===== config.mk =====
export PLATFORM = sky130hd
export DESIGN_NAME = shift_seq_ctrl
export DESIGN_NICKNAME = d
export VERILOG_FILES = /design/src/rtl/shift_seq_ctrl.sv
export SDC_FILE = /design/constraint.sdc
export NUM_CORES = 1
export LEC_CHECK = 0
export CORE_MARGIN = 4
export CORE_UTILIZATION = 40
export CTS_BUF_LIST = sky130_fd_sc_hd__clkbuf_8
export CTS_CLUSTER_SIZE = 12
export DETAILED_ROUTE_END_ITERATION = 10
export PLACE_DENSITY_LB_ADDON = 0.3
export SLEW_MARGIN = 20
export SYNTH_ARGS = -nofsm -noshare
export SYNTH_HDL_FRONTEND = slang
export SYNTH_SLANG_ARGS = --single-unit

===== constraint.sdc =====
create_clock -name CLK -period 3.05 [get_ports CLK]
set_clock_uncertainty 0.2 [all_clocks]
set_input_delay 0.4575 -clock CLK [delete_from_list [all_inputs] [get_ports CLK]]
set_output_delay 0.4575 -clock CLK [all_outputs]
set_load 0.05 [all_outputs]

===== src/rtl/shift_seq_ctrl.sv =====
// Cycle-by-cycle sequencer for the 8-bit universal shift register.
// Define SHIFT_SEQ_CTRL_BACK2BACK_EN to accept a new command in the DONE state.
module shift_seq_ctrl #(
   parameter int W  = 8,
   parameter int AW = 3
) (
   input  logic          CLK,
   input  logic          CLR,
   input  logic          START,
   input  logic [2:0]    OP,
   input  logic [AW-1:0] AMT,
   input  logic [W-1:0]  DIN,
   input  logic [W-1:0]  Q_FB,
   output logic [1:0]    S,
   output logic          SDL,
   output logic          SDR,
   output logic [W-1:0]  D,
   output logic          BUSY,
   output logic          DONE
);

   localparam logic [1:0] ST_IDLE  = 2'd0;
   localparam logic [1:0] ST_LOAD  = 2'd1;
   localparam logic [1:0] ST_SHIFT = 2'd2;
   localparam logic [1:0] ST_DONE  = 2'd3;

   localparam logic [2:0] OP_LOAD = 3'b000;
   localparam logic [2:0] OP_SLL  = 3'b001;
   localparam logic [2:0] OP_SRL  = 3'b010;
   localparam logic [2:0] OP_SRA  = 3'b011;
   localparam logic [2:0] OP_ROL  = 3'b100;
   localparam logic [2:0] OP_ROR  = 3'b101;

   localparam logic [1:0] S_HOLD  = 2'b00;
   localparam logic [1:0] S_RIGHT = 2'b01;
   localparam logic [1:0] S_LEFT  = 2'b10;
   localparam logic [1:0] S_LOAD  = 2'b11;

`ifdef SHIFT_SEQ_CTRL_BACK2BACK_EN
   localparam bit B2B = 1'b1;
`else
   localparam bit B2B = 1'b0;
`endif

   logic [1:0]    state;
   logic [1:0]    state_n;
   logic [2:0]    op_r;
   logic [AW-1:0] cnt;
   logic [W-1:0]  din_r;

   logic          accept;
   logic          is_load;
   logic          is_shift;
   logic [1:0]    start_dest;

   // Only the end bits of Q feed back (sign fill and rotate wrap).
   logic          unused_fb;
   assign unused_fb = ^Q_FB[W-2:1];

   assign is_load  = (OP == OP_LOAD);
   assign is_shift = (OP >= OP_SLL) && (OP <= OP_ROR);

   assign accept = START &&
                   ((state == ST_IDLE) ||
                    (B2B && (state == ST_DONE)));

   always_comb begin
      start_dest = ST_DONE;
      unique case (1'b1)
         is_load:
            start_dest = ST_LOAD;
         is_shift && (AMT != '0):
            start_dest = ST_SHIFT;
         default:
            start_dest = ST_DONE;
      endcase
   end

   always_comb begin
      state_n = state;
      unique case (state)
         ST_IDLE:
            if (accept) state_n = start_dest;
         ST_LOAD:
            state_n = ST_DONE;
         ST_SHIFT:
            if (cnt == AW'(1)) state_n = ST_DONE;
         ST_DONE:
            state_n = accept ? start_dest : ST_IDLE;
         default:
            state_n = ST_IDLE;
      endcase
   end

   always_ff @(posedge CLK or posedge CLR) begin
      if (CLR) begin
         state <= ST_IDLE;
         op_r  <= '0;
         cnt   <= '0;
         din_r <= '0;
      end else begin
         state <= state_n;
         if (accept) begin
            op_r  <= OP;
            cnt   <= AMT;
            din_r <= DIN;
         end else if (state == ST_SHIFT) begin
            cnt <= cnt - AW'(1);
         end
      end
   end

   // Serial inputs come straight from Q so rotate/sign fill track each step.
   always_comb begin
      S   = S_HOLD;
      SDL = 1'b0;
      SDR = 1'b0;
      unique case (state)
         ST_LOAD:
            S = S_LOAD;
         ST_SHIFT: begin
            unique case (op_r)
               OP_SLL: begin
                  S = S_LEFT;
               end
               OP_SRL: begin
                  S = S_RIGHT;
               end
               OP_SRA: begin
                  S   = S_RIGHT;
                  SDR = Q_FB[W-1];
               end
               OP_ROL: begin
                  S   = S_LEFT;
                  SDL = Q_FB[W-1];
               end
               OP_ROR: begin
                  S   = S_RIGHT;
                  SDR = Q_FB[0];
               end
               default: begin
                  S = S_HOLD;
               end
            endcase
         end
         default: begin
            S = S_HOLD;
         end
      endcase
   end

   assign D    = din_r;
   assign BUSY = (state == ST_LOAD) || (state == ST_SHIFT);
   assign DONE = (state == ST_DONE);

endmodule


==> flow_summary.ini <==
[cells_and_area]
nets = 144
layout-drive-gt1-share_pct = 9.91
fillerInstances = 176
area_delta_synth_final_pct = 46.3
fin_util_pct = 63.2
finalInstanceArea_sq_mm = 0.00128
num_antenna_cells = 0

[place]
placed_area_sq_mm = 0.00122
hpwl_um = 1430
portBuffers = 32
place.gp.congestion = 0.695

[worst_setup_path]
worstSetupPathType = reg2out
cp_data_arrival_time_ns = 2.16
start_kind = flip-flop
max_stage_delay_ns = 0.81
cp_cell_sequence = inv_1 -> ha_1 -> nand2_1 -> a21oi_1 -> clkdlybuf4s50_1
crit_fanout = 9
required_ns = 2.39
endpoint_kind = output pin
rrSetupSlack_ns = 1.15
slowest_stage = clkdlybuf4s50_1

[route]
drt_first_pass_iters = 3
routed_wl_um = 1820
drc = 0
via_per_inst = 4.79
routedWlPerCell_um = 13.2
ant_nets = 0
via_count = 661
drtIter0Drc = 5

[global_route]
antenna_found_initial = 0
track_usage_pct = 13.9
grt_max_degree = 17
grt_remaining_overflow = 0
grt_pass1_wl_um = 2910
grt_pass1_vias = 698

[sta]
finalSetupTns_ns = 0
finalCriticalPeriod_ns = 2.82
slew_headroom_pct = 59.6
finalCritPeriodShare_pct = 92.5
maxSlewViolCount = 0
finalSetupViolations = 0
hold_viol_final = 0
tightest_slew_ns = 0.605
fmax_mhz = 354
rsz0062_at_grt = no

[floorplan]
die_w_um = 54.7
die-area_sq_mm = 0.00299
start_util_pct = 43.2
core_sq_mm = 0.00202
fp-row-count = 16
ios = 39
die_h_um = 54.7

[cts]
clockBufferDepth = 2
worstSkewPairLatency_ns = 0.25
path_clk_slew_ns = 0.06
cts_inserted_buffers = 3
clock-sinks = 16
root_buffer = clkbuf_8
cts_tree = done
htree_levels = 1

[logic_synthesis]
syn-num-nets = 109
yosysSeqAreaShare_pct = 45.8
ys_ff_latch = 16
syn_avg_cell_area_sq_um = 11.3
syn_inst = 77
synth_area_sq_um = 873
yosys_warnings = 0
synth_cell_type_count = 22

[pwr]
fin_total_pwr_mw = 1.59
power_density_mw_per_mm2 = 1240
ir_drop_v = 0.000768
p_leak_nw = 0.576

[run]
cap_violations = 0

[min_path]
hold_path.class = reg2reg

[outcome]
outcome = finished, final reports clean
[worst paths after layout]
| check | to | cells past startpoint | start |
|---|---|---|---|
| worst max-delay path | SDR | 5 | state[0] |
| worst min-delay path | D[5] | 1 | D[5] |
| worst max register to register | D[0] | 4 | state[0] |
| worst min register to register | D[5] | 1 | D[5] |
| max in group asynchronous | D[1] | 2 | CLR |
| min in group asynchronous | state[0] | 2 | CLR |
[layout by cell type, fill, tap and decap left out, drive strengths merged, types with 4 or more instances in the layout]
master | synthesis | layout
clkbuf | 0 | 4
ha | 7 | 7
nand2 | 4 | 4
a21oi | 6 | 6
dfrtp | 16 | 16
clkdlybuf4s50 | 0 | 30
mux2 | 14 | 14
inv | 5 | 5
nor2 | 5 | 5
[routing by layer]
| metal | global-route usage (%) | wire [um] |
|---|---|---|
| met5 | 0 | 0 |
| met4 | 3.73 | 8 |
| met3 | 6.27 | 166 |
| met2 | 25.6 | 911 |
| met1 | 13.8 | 739 |
[what timing repair did]
| action | CTS | global route |
|---|---|---|
| hold buffers | 0 | 0 |
| gates resized for setup | 0 | 2 |
| setup buffers | 0 | 0 |
| endpoints found under the setup margin | 0 | 2 |
[power by group]
group          switching, mW  internal, mW  total [mW]  leakage [nW]
logic                  0.576         0.411       0.986         0.360
clock network         0.0740         0.115       0.189        0.0288
registers             0.0850         0.325       0.410         0.187
total                  0.735         0.850        1.59         0.576
[synthesized netlist by cell type, drive strengths merged]
library cell,number,area share (%)
xor2,1,1.0
nor3b,1,0.86
nand2b,2,1.4
nand3,1,0.57
inv,5,2.1
o21a,2,1.7
nand3b,2,1.7
nor3,2,1.1
nand2,4,1.7
ha,7,10
buf,2,1.1
xnor2,2,2.0
dfrtp,16,46
a21oi,6,3.4
a21bo,1,1.1
a21boi,1,0.86
nor2b,2,1.4
o32a,1,1.1
mux2,14,18
nor2,5,2.1
[state kept, by name, summed over array words and instances (netlist names)]
| register | flops |
|---|---|
| D | 8 |
| op_r | 3 |
| state | 2 |
| cnt | 3 |
[cell type report]
cell class              count  area [sq um]  share of cell area (%)
inverters                   5          18.8                    1.47
repair buffers             32           325                    25.5
multi-input cells          54           444                    34.8
well taps                  27          33.8                    2.64
flip-flops and latches     16           400                    31.3
clock buffers               4          55.1                    4.31
[worst max-delay path, delay by kind of cell (launching register included)]
| family | cells | cell delay, ns |
|---|---|---|
| adder cells (fa/ha/maj) | 1 | 0.36 |
| buffers and inverters | 2 | 0.93 |
| flip-flops | 1 | 0.41 |
| AND/OR/NAND/NOR | 1 | 0.09 |
| AO/OA/AOI/OAI | 1 | 0.12 |
[logic make-up (layout without fill, tap and decap cells)]
group,count (synthesis),in the layout,synth area share [%]
mux,14,14,18.5
buf+inv,7,41,3.30
flops,16,16,45.8
xor+xnor,3,3,3.01
simple gates,19,19,11.0
fa+ha+maj,7,7,10.0
compound gates,11,11,8.31
[metrics by stage]
step                      hold slack (ns)  setup WS (ns)  cells
after floorplan                     0.171          0.786     77
after global placement              0.273          0.384    134
after detailed placement            0.285          0.337    134
after CTS                           0.300         0.0661    138
after global routing                0.318         0.0822    138
final                               0.295          0.228    138
Power figures use the tool's default switching activity.
